**src/rtl/cpu_pkg.sv**
```systemverilog
// Shared definitions for the 6502 address path: addressing-mode codes,
// vector selects, address-generator FSM states and parameter defaults.
package cpu_pkg;

  localparam int ADDR_W_DEF      = 16;
  localparam int PAGE_W_DEF      = 8;
  localparam int STACK_PAGE_DEF  = 1;
  localparam int FIX_PENALTY_DEF = 1;

  localparam logic [3:0] AM_PC      = 4'd0;
  localparam logic [3:0] AM_ZP      = 4'd1;
  localparam logic [3:0] AM_ABS     = 4'd2;
  localparam logic [3:0] AM_PTR_LO  = 4'd3;
  localparam logic [3:0] AM_PTR_HI  = 4'd4;
  localparam logic [3:0] AM_IND     = 4'd5;
  localparam logic [3:0] AM_IND_INC = 4'd6;
  localparam logic [3:0] AM_STACK   = 4'd7;
  localparam logic [3:0] AM_ZP_IDX  = 4'd8;
  localparam logic [3:0] AM_ABS_IDX = 4'd9;
  localparam logic [3:0] AM_IND_IDX = 4'd10;
  localparam logic [3:0] AM_VECTOR  = 4'd11;

  localparam logic [1:0] VEC_NMI   = 2'd0;
  localparam logic [1:0] VEC_RESET = 2'd1;
  localparam logic [1:0] VEC_IRQ   = 2'd2;

  typedef enum logic [1:0] {
    ST_IDLE,
    ST_FIX,
    ST_VEC_LO,
    ST_VEC_HI
  } agu_state_t;

  // Distance of each vector's low byte below the top of the address space;
  // the reserved select falls through to IRQ.
  function automatic int unsigned vec_offset(input logic [1:0] sel);
    case (sel)
      VEC_NMI:   vec_offset = 5;
      VEC_RESET: vec_offset = 3;
      default:   vec_offset = 1;
    endcase
  endfunction

endpackage

```
**src/rtl/index_adder.sv**
```systemverilog
// Low-byte adder with carry-out plus a high-part incrementer; the caller
// decides whether and when to apply the incremented high part.
module index_adder #(
  parameter int PAGE_W = 8,
  parameter int HI_W   = 8
) (
  input  logic [PAGE_W-1:0] base_lo,
  input  logic [HI_W-1:0]   base_hi,
  input  logic [PAGE_W-1:0] index,
  output logic [PAGE_W-1:0] sum_lo,
  output logic              carry,
  output logic [HI_W-1:0]   hi_inc
);

  assign {carry, sum_lo} = {1'b0, base_lo} + {1'b0, index};
  assign hi_inc          = base_hi + HI_W'(1);

endmodule

```
**src/rtl/address_gen_unit.sv**
```systemverilog
// Registered 6502 address generator: direct/indexed modes with optional
// page-cross fix-up cycle, and a two-cycle interrupt/reset vector fetch.
module address_gen_unit
  import cpu_pkg::*;
#(
  parameter int                ADDR_W      = ADDR_W_DEF,
  parameter int                PAGE_W      = PAGE_W_DEF,
  parameter int                STACK_PAGE  = STACK_PAGE_DEF,
  parameter logic [ADDR_W-1:0] VEC_TOP     = '1,
  parameter int                FIX_PENALTY = FIX_PENALTY_DEF
) (
  input  logic                     clk,
  input  logic                     rst,
  input  logic                     start,
  input  logic [3:0]               mode,
  input  logic [1:0]               vec_sel,
  input  logic [PAGE_W-1:0]        pcl,
  input  logic [ADDR_W-PAGE_W-1:0] pch,
  input  logic [PAGE_W-1:0]        sp,
  input  logic [PAGE_W-1:0]        dirl,
  input  logic [ADDR_W-PAGE_W-1:0] dirh,
  input  logic [PAGE_W-1:0]        indirl,
  input  logic [ADDR_W-PAGE_W-1:0] indirh,
  input  logic [PAGE_W-1:0]        index,
  output logic [ADDR_W-1:0]        addr,
  output logic                     addr_valid,
  output logic                     page_cross,
  output logic                     busy,
  output logic                     vec_phase
);

  localparam int HI_W = ADDR_W - PAGE_W;
  localparam logic [ADDR_W-1:0] RESET_VEC_LO = VEC_TOP - ADDR_W'(3);

  agu_state_t        state_reg;
  logic [ADDR_W-1:0] addr_reg;
  logic              addr_valid_reg;
  logic              page_cross_reg;
  logic              busy_reg;
  logic              vec_phase_reg;
  logic [HI_W-1:0]   fix_hi_reg;

  logic [PAGE_W-1:0] idx_base_lo;
  logic [HI_W-1:0]   idx_base_hi;
  logic [PAGE_W-1:0] idx_sum_lo;
  logic              idx_carry;
  logic [HI_W-1:0]   idx_hi_inc;
  logic [PAGE_W-1:0] inc_sum_lo;
  logic              inc_carry;
  logic [HI_W-1:0]   inc_hi_inc;
  logic [ADDR_W-1:0] idx_full;
  logic [ADDR_W-1:0] vec_addr;
  logic [ADDR_W-1:0] direct_addr;
  logic              is_abs_indexed;

  assign is_abs_indexed = (mode == AM_ABS_IDX) || (mode == AM_IND_IDX);
  assign idx_base_lo    = (mode == AM_IND_IDX) ? indirl : dirl;
  assign idx_base_hi    = (mode == AM_IND_IDX) ? indirh : dirh;

  index_adder #(.PAGE_W(PAGE_W), .HI_W(HI_W)) u_idx_adder (
    .base_lo (idx_base_lo),
    .base_hi (idx_base_hi),
    .index   (index),
    .sum_lo  (idx_sum_lo),
    .carry   (idx_carry),
    .hi_inc  (idx_hi_inc)
  );

  // Pointer increment: low byte alone serves PTR_HI (page-0 wrap),
  // with carry it serves the full-width IND+1.
  index_adder #(.PAGE_W(PAGE_W), .HI_W(HI_W)) u_ptr_inc (
    .base_lo (indirl),
    .base_hi (indirh),
    .index   (PAGE_W'(1)),
    .sum_lo  (inc_sum_lo),
    .carry   (inc_carry),
    .hi_inc  (inc_hi_inc)
  );

  assign idx_full = idx_carry ? {idx_hi_inc, idx_sum_lo} : {idx_base_hi, idx_sum_lo};
  assign vec_addr = VEC_TOP - ADDR_W'(vec_offset(vec_sel));

  always_comb begin
    direct_addr = {pch, pcl};
    case (mode)
      AM_ZP:      direct_addr = {HI_W'(0), dirl};
      AM_ABS:     direct_addr = {dirh, dirl};
      AM_PTR_LO:  direct_addr = {HI_W'(0), indirl};
      AM_PTR_HI:  direct_addr = {HI_W'(0), inc_sum_lo};
      AM_IND:     direct_addr = {indirh, indirl};
      AM_IND_INC: direct_addr = inc_carry ? {inc_hi_inc, inc_sum_lo} : {indirh, inc_sum_lo};
      AM_STACK:   direct_addr = {HI_W'(STACK_PAGE), sp};
      AM_ZP_IDX:  direct_addr = {HI_W'(0), idx_sum_lo};
      AM_ABS_IDX: direct_addr = idx_full;
      AM_IND_IDX: direct_addr = idx_full;
      default:    direct_addr = {pch, pcl};
    endcase
  end

  always_ff @(posedge clk) begin
    if (rst) begin
      state_reg      <= ST_IDLE;
      addr_reg       <= RESET_VEC_LO;
      addr_valid_reg <= 1'b0;
      page_cross_reg <= 1'b0;
      busy_reg       <= 1'b0;
      vec_phase_reg  <= 1'b0;
      fix_hi_reg     <= '0;
    end else begin
      case (state_reg)
        ST_IDLE: begin
          addr_valid_reg <= 1'b0;
          page_cross_reg <= 1'b0;
          busy_reg       <= 1'b0;
          vec_phase_reg  <= 1'b0;
          if (start) begin
            if (mode == AM_VECTOR) begin
              addr_reg       <= vec_addr;
              addr_valid_reg <= 1'b1;
              busy_reg       <= 1'b1;
              state_reg      <= ST_VEC_LO;
            end else if (is_abs_indexed && idx_carry) begin
              page_cross_reg <= 1'b1;
              if (FIX_PENALTY != 0) begin
                // Dummy read at the un-carried address, high part applied next cycle.
                addr_reg   <= {idx_base_hi, idx_sum_lo};
                fix_hi_reg <= idx_hi_inc;
                busy_reg   <= 1'b1;
                state_reg  <= ST_FIX;
              end else begin
                addr_reg       <= idx_full;
                addr_valid_reg <= 1'b1;
              end
            end else begin
              addr_reg       <= direct_addr;
              addr_valid_reg <= 1'b1;
            end
          end
        end
        ST_FIX: begin
          addr_reg       <= {fix_hi_reg, addr_reg[PAGE_W-1:0]};
          addr_valid_reg <= 1'b1;
          page_cross_reg <= 1'b0;
          busy_reg       <= 1'b0;
          state_reg      <= ST_IDLE;
        end
        ST_VEC_LO: begin
          addr_reg       <= addr_reg + ADDR_W'(1);
          addr_valid_reg <= 1'b1;
          vec_phase_reg  <= 1'b1;
          state_reg      <= ST_VEC_HI;
        end
        ST_VEC_HI: begin
          addr_valid_reg <= 1'b0;
          busy_reg       <= 1'b0;
          vec_phase_reg  <= 1'b0;
          state_reg      <= ST_IDLE;
        end
        default: state_reg <= ST_IDLE;
      endcase
    end
  end

  assign addr       = addr_reg;
  assign addr_valid = addr_valid_reg;
  assign page_cross = page_cross_reg;
  assign busy       = busy_reg;
  assign vec_phase  = vec_phase_reg;

endmodule

```
**config.mk**
```make
export PLATFORM = sky130hd
export DESIGN_NAME = address_gen_unit
export DESIGN_NICKNAME = d
export VERILOG_FILES = /design/src/rtl/cpu_pkg.sv /design/src/rtl/index_adder.sv /design/src/rtl/address_gen_unit.sv
export SDC_FILE = /design/constraint.sdc
export NUM_CORES = 1
export LEC_CHECK = 0
export CAP_MARGIN = 10
export CELL_PAD_IN_SITES_DETAIL_PLACEMENT = 1
export CELL_PAD_IN_SITES_GLOBAL_PLACEMENT = 1
export CORE_AREA = 2 2 76 150
export CTS_BUF_LIST = sky130_fd_sc_hd__clkbuf_4
export CTS_CLUSTER_DIAMETER = 60
export DETAILED_ROUTE_END_ITERATION = 8
export DIE_AREA = 0 0 78 152
export PLACE_DENSITY_LB_ADDON = 0.1
export SYNTH_ARGS = -nofsm -noshare
export SYNTH_HDL_FRONTEND = slang
export SYNTH_SLANG_ARGS = --single-unit
```
**constraint.sdc**
```tcl
create_clock -name clk -period 3.9 [get_ports clk]
set_input_delay 0.78 -clock clk [delete_from_list [all_inputs] [get_ports clk]]
set_output_delay 0.78 -clock clk [all_outputs]
set_load 0.03 [all_outputs]
```
==> run metrics, run 1 <==
post-synth cell types 75; Syn Area/Cell 7.25 µm²; PD cells 386 nW/µm²; Max VDD drop 0.251 mV; reg2reg start state_reg[0]$_SDFFE_PP0P_; P_leak 1.79 nW; DP Wirelength 13.1 mm; synth warn 0; DIE AREA 11900 µm²; Critical Path AT 3.68 ns; Hold Path Cell Cnt 2; CTS Sinks 30; clk_lat worst skew 0.35 ns; GP Congestion 0.977; CTS tree built; main flop type after synthesis dfxtp_1; Area contributors post-synth dfxtp_1, a21oi_1, ha_1; R2R cell count 8; reg-to-reg critical path endpoint addr[7]$_SDFFE_PP1P_; Residual DRC 0; share of cells above drive strength 1 7.84%; relative slew slack 48.0%; Critical Path RT 4.13 ns; Tcrit/Tclk final 88.4%; Design Area, Final 4980 µm²; largest net degree at the start of global routing 43; Tmin final 3.45 ns; I/O Buffers 92; setup TNS 0 ns; Worst Path Max Fanout 14; Worst R2R Setup Slack 1.13 ns; Via density 5.93; Layout area overhead 29.1%; cell taking the most area after synthesis dfxtp_1; antenna violations before repair 1; Fin Clk Skew 0.00853 ns; Post-Synthesis Cell Area 3860 µm²; vias in the first global route 4687; die width 78 µm; RSZ-0062 raised after global routing no; # nets final 705; Post-DP Area 4880 µm²; ys async rst share 0%; post-synthesis cell count 532; final worst slack 0.451 ns; Tot Pwr 0.00192 W; status completed; htree depth 2; max reg flops 16; I/O Pins 93; final core utilization 46.1%; class of the worst hold path reg2reg; CP Class in2reg; count of pins over their slew limit 0; most common cell after layout, fill and taps aside clkdlybuf4s50_1; die height 152 µm; post-route ant nets 0; Final setup viols 0; sink of the worst hold path busy$_SDFFE_PP0P_; Post-CTS Resized 0; drt total wl 16.1 mm; first-pass GRT wire length 24.9 mm; crit path capture type flip-flop; hold path startpoint busy$_SDFFE_PP0P_; number of CTS-inserted buffers 5; Initial Util 35.7%; Syn Nets 626; CTS max path bufs 2; Critical Path Start Type input port; slew of the pin with the lowest slew margin 0.780 ns; max cap viols 0; Total GRT Usage 26.8%; # rows 54; DP Worst Slack 0.0622 ns; GRT overflow 0; core area 10800 µm²; via count 4462; Post-synth EDFFs 0; Detailed Route Iter0 Violations 135; clock slew at reported path FFs 0.11 ns; WL per Instance 21.3 µm; final hold violations 0; Seq/Total Area, Yosys 15.6%; Pre-Repair DR Iteration Count 4; post-synth top area share 15.6%; Highest Clock Rate 290 MHz; commonest non-fill, non-tap cells in the layout clkdlybuf4s50_1, a21oi_1, nor2_1, nand2_1, dfxtp_1; Synth Register Bits 30; postcts setup bufs 0; Root Buffer clkbuf_4; # hold bufs at CTS 0
==> synth_stat cells, drive strengths merged (17+ instances only) <==
| master | number |
|---|---|
| inv | 19 |
| o21ai | 35 |
| nor3 | 17 |
| nor2 | 46 |
| buf | 23 |
| a21oi | 53 |
| xnor2 | 20 |
| ha | 20 |
| nand3 | 28 |
| nand2 | 44 |
| dfxtp | 30 |
==> report_power, final <==
group	total [W]	internal (W)	switching [W]	leakage (nW)
clock network	0.000318	0.000197	0.000121	0.0528
registers	0.000474	0.000380	0.0000940	0.247
logic	0.00113	0.000452	0.000678	1.49
total	0.00192	0.00103	0.000893	1.79
==> kinds of logic after synthesis <==
family / share of synthesized area (%)
buffers and inverters: 7.13
adders and majority gates: 8.07
xor gates and xnor gates: 7.23
DFF: 15.6
and+or+nand+nor: 25.8
AOI/OAI and AO/OA: 31.1
muxes: 5.09
==> stage by stage <==
step	instances	hold WS, ns
finish	753	0.501
floorplan	532	0.460
global placement	744	0.463
global route	753	0.534
detailed placement	744	0.491
CTS	752	0.506
==> worst max-delay path by stage <==
stage,startpoint,to,slack (ns)
finish,mode[2],fix_hi_reg[6]$_SDFFE_PP0P_,0.45
global route,mode[2],fix_hi_reg[7]$_SDFFE_PP0P_,0.21
CTS,mode[2],fix_hi_reg[6]$_SDFFE_PP0P_,0.44
detailed placement,mode[2],fix_hi_reg[6]$_SDFFE_PP0P_,0.06
global placement,mode[3],fix_hi_reg[6]$_SDFFE_PP0P_,0.15
floorplan,mode[0],fix_hi_reg[0]$_SDFFE_PP0P_,0.30
==> critical path: stages <==
cell and delay [ns]:
clkdlybuf4s50_1 0.42, nand2b_1 0.24, nor2_8 0.27, nand2_1 0.08, o21ai_0 0.09, ha_1 0.22
fa_1 0.24, a211oi_1 0.10, o21ai_1 0.18, a31oi_2 0.18, nor3_4 0.55, mux2i_1 0.27
nor2_1 0.05
==> area by class of cell <==
class	count	area, µm²
Inverter	19	71.3
Clock inverter	3	63.8
Antenna cell	1	2.50
Clock buffer	5	37.5
Timing Repair Buffer	109	1050
Sequential cell	30	601
Tap cell	140	175
Multi-Input combinational cell	446	2980
Fill cell	1370	5830
==> per-layer routing <==
layer  GRT usage (%)  wire length [µm]  vias to the layer above  part of all wire, %
met2            53.4              9250                      151                   58
met4            12.9               705                        0                  4.4
met5               0                 0                        -                    0
met3            1.54               503                       37                  3.1
li1                -                 -                     2132                    -
met1            27.0              5600                     2142                   35
(Power assumes the default switching activity.)
==> run 2, diff against run 1 <==
--- a/config.mk
+++ b/config.mk
@@ -17,3 +17,4 @@
 export SYNTH_ARGS = -nofsm -noshare
 export SYNTH_HDL_FRONTEND = slang
 export SYNTH_SLANG_ARGS = --single-unit
+export TNS_END_PERCENT = 30
==> results of run 2 <==
The final DEF is identical to that of run 1; final timing and power are the same.
==> run 3, diff against run 2 <==
--- a/config.mk
+++ b/config.mk
@@ -6,13 +6,14 @@
 export NUM_CORES = 1
 export LEC_CHECK = 0
 export CAP_MARGIN = 10
-export CELL_PAD_IN_SITES_DETAIL_PLACEMENT = 1
-export CELL_PAD_IN_SITES_GLOBAL_PLACEMENT = 1
-export CORE_AREA = 2 2 76 150
+export CELL_PAD_IN_SITES_DETAIL_PLACEMENT = 0
+export CELL_PAD_IN_SITES_GLOBAL_PLACEMENT = 2
+export CORE_AREA = 2 2 85 169
 export CTS_BUF_LIST = sky130_fd_sc_hd__clkbuf_4
 export CTS_CLUSTER_DIAMETER = 60
 export DETAILED_ROUTE_END_ITERATION = 8
-export DIE_AREA = 0 0 78 152
+export DIE_AREA = 0 0 87 171
+export MAX_ROUTING_LAYER = met4
 export PLACE_DENSITY_LB_ADDON = 0.1
 export SYNTH_ARGS = -nofsm -noshare
 export SYNTH_HDL_FRONTEND = slang
==> run 3 against run 2 <==
  * Clock-buffer cell count grew 1
  * Clock power shrank 38%
  * Sequential power is 2% higher
  * Largest power group unchanged
  * Highest routed layer unchanged
==> run metrics, run 3 (synthesis results as in run 1) <==
I/O Buffers 92; # hold bufs at CTS 0; clock slew at reported path FFs 0.10 ns; n_diodes 0; internal power 0.000919 W; status completed; DP Wirelength 12.6 mm; Tcrit/Tclk final 91.8%; Final setup viols 0; htree depth 2; most common cell after layout, fill and taps aside clkdlybuf4s50_1; crit path capture type flip-flop; largest net degree at the start of global routing 43; die height 171 µm; max reg flops 16; Critical Path Start Type input port; CP cell instances clkdlybuf4s50_1, nand2b_1, nor2_8, o21ai_0, ha_1, fa_1, a211oi_1, o21ai_1, a31oi_2, nor3_4, mux2i_1, nor2_1; Layout area overhead 29.5%; commonest non-fill, non-tap cells in the layout clkdlybuf4s50_1, a21oi_1, nor2_1, nand2_1, dfxtp_1; drt total wl 16.3 mm; Post-CTS Resized 0; relative slew slack 50.9%; Reg area 601 µm²; Critical Path RT 4.12 ns; vias in the first global route 4468; slew of the pin with the lowest slew margin 0.730 ns; # nets final 711; first-pass GRT wire length 25.3 mm; Initial Util 28.2%; Max VDD drop 0.204 mV; final worst slack 0.319 ns; # rows 61; dpl cells 767; I/O Pins 93; met2 wire length 8.43 mm; max cap viols 0; Root Buffer clkbuf_4; area of the multi-input gates 2980 µm²; class of the worst hold path reg2reg; combinational share of power 62.6%; Pre-Repair DR Iteration Count 4; via count 4385; switching fraction of total power 49.5%; final core utilization 36.6%; postcts setup bufs 0; CP max stage delay 0.44 ns; clock power share 10.8%; number of CTS-inserted buffers 5; Fin Clk Skew 0.0116 ns; final hold violations 0; CP max-delay cell a31oi_2; Flop pwr share 26.5%; M1 WL 6.81 mm; Max Used Layer met4; CTS tree built; DIE AREA 14900 µm²; Detailed Route Iter0 Violations 229; Worst Path Max Fanout 13; # fillers 1499; Residual DRC 0; Highest Clock Rate 279 MHz; Tmin final 3.58 ns; count of pins over their slew limit 0; antenna violations before repair 0; P_leak 1.80 nW; Critical Path AT 3.80 ns; P_sw 0.000901 W; GP Congestion 0.921; clk_lat worst skew 0.34 ns; setup TNS 0 ns; CP Class in2reg; GRT overflow 0; Cell Count, Final, Fillers Out 775; die width 87 µm; post-route ant nets 0; wire length on met3 672 µm; RSZ-0062 raised after global routing no; core area 13700 µm²; worst hold slack 0.486 ns; WL per Instance 21.1 µm; CTS Sinks 30; Via density 5.66; share of cells above drive strength 1 8.74%; PD cells 364 nW/µm²; CTS max path bufs 2; Total GRT Usage 22.7%; DP Worst Slack -0.0633 ns
run 3: cell count changes in the layout (fill, tap and decap cells not counted):
cell	change
buf_4	+6
bufinv_16	-2
clkbuf_4	+1
clkinv_2	+1
diode_2	-1
run 3: power by group through the flow:
stage	Sequential, W	Combinational [W]	Clock [W]
finish	0.000483	0.00114	0.000197
global placement	0.000491	0.00115	0
global route	0.000497	0.00125	0.000219
detailed placement	0.000488	0.00115	0
floorplan	0.000587	0.000575	0
CTS	0.000482	0.00115	0.000204
run 3: final timing paths:
path / from / to / slack, ns / cells after the start
setup / recovery: mode[2] / fix_hi_reg[0]$_SDFFE_PP0P_ / 0.32 / 12
hold / removal: busy$_SDFFE_PP0P_ / busy$_SDFFE_PP0P_ / 0.49 / 2
setup reg to reg: state_reg[0]$_SDFFE_PP0P_ / addr[7]$_SDFFE_PP1P_ / 1.43 / 8
hold reg to reg: busy$_SDFFE_PP0P_ / busy$_SDFFE_PP0P_ / 0.49 / 2
run 3: cell type report:
type                            count  area share (%)
Multi-Input combinational cell    446            59.7
Timing Repair Buffer              115            21.9
Sequential cell                    30            12.0
Tap cell                          157            3.93
Inverter                           19            1.43
Clock buffer                        6           0.901
Clock inverter                      2           0.175
run 3: through the flow:
stage	instance area, µm²	power (W)
final	5000	0.00182
after floorplan	3860	0.00116
after global routing	5000	0.00196
after global placement	4940	0.00164
after detailed placement	4940	0.00163
after CTS	5000	0.00184
run 3: worst max-delay path, delay by kind of cell:
family | cells | cell delay (ns)
and+or+nand+nor | 4 | 0.75
AOI/OAI and AO/OA | 4 | 1.02
muxes | 1 | 0.20
buffers and inverters | 1 | 0.41
adders and majority gates | 2 | 0.63
run 3: metal layers:
layer / up-vias / global-route usage [%]
li1: 2140 / -
met5: - / -
met1: 2087 / 27.2
met4: 0 / 6.39
met3: 24 / 2.32
met2: 134 / 39.7
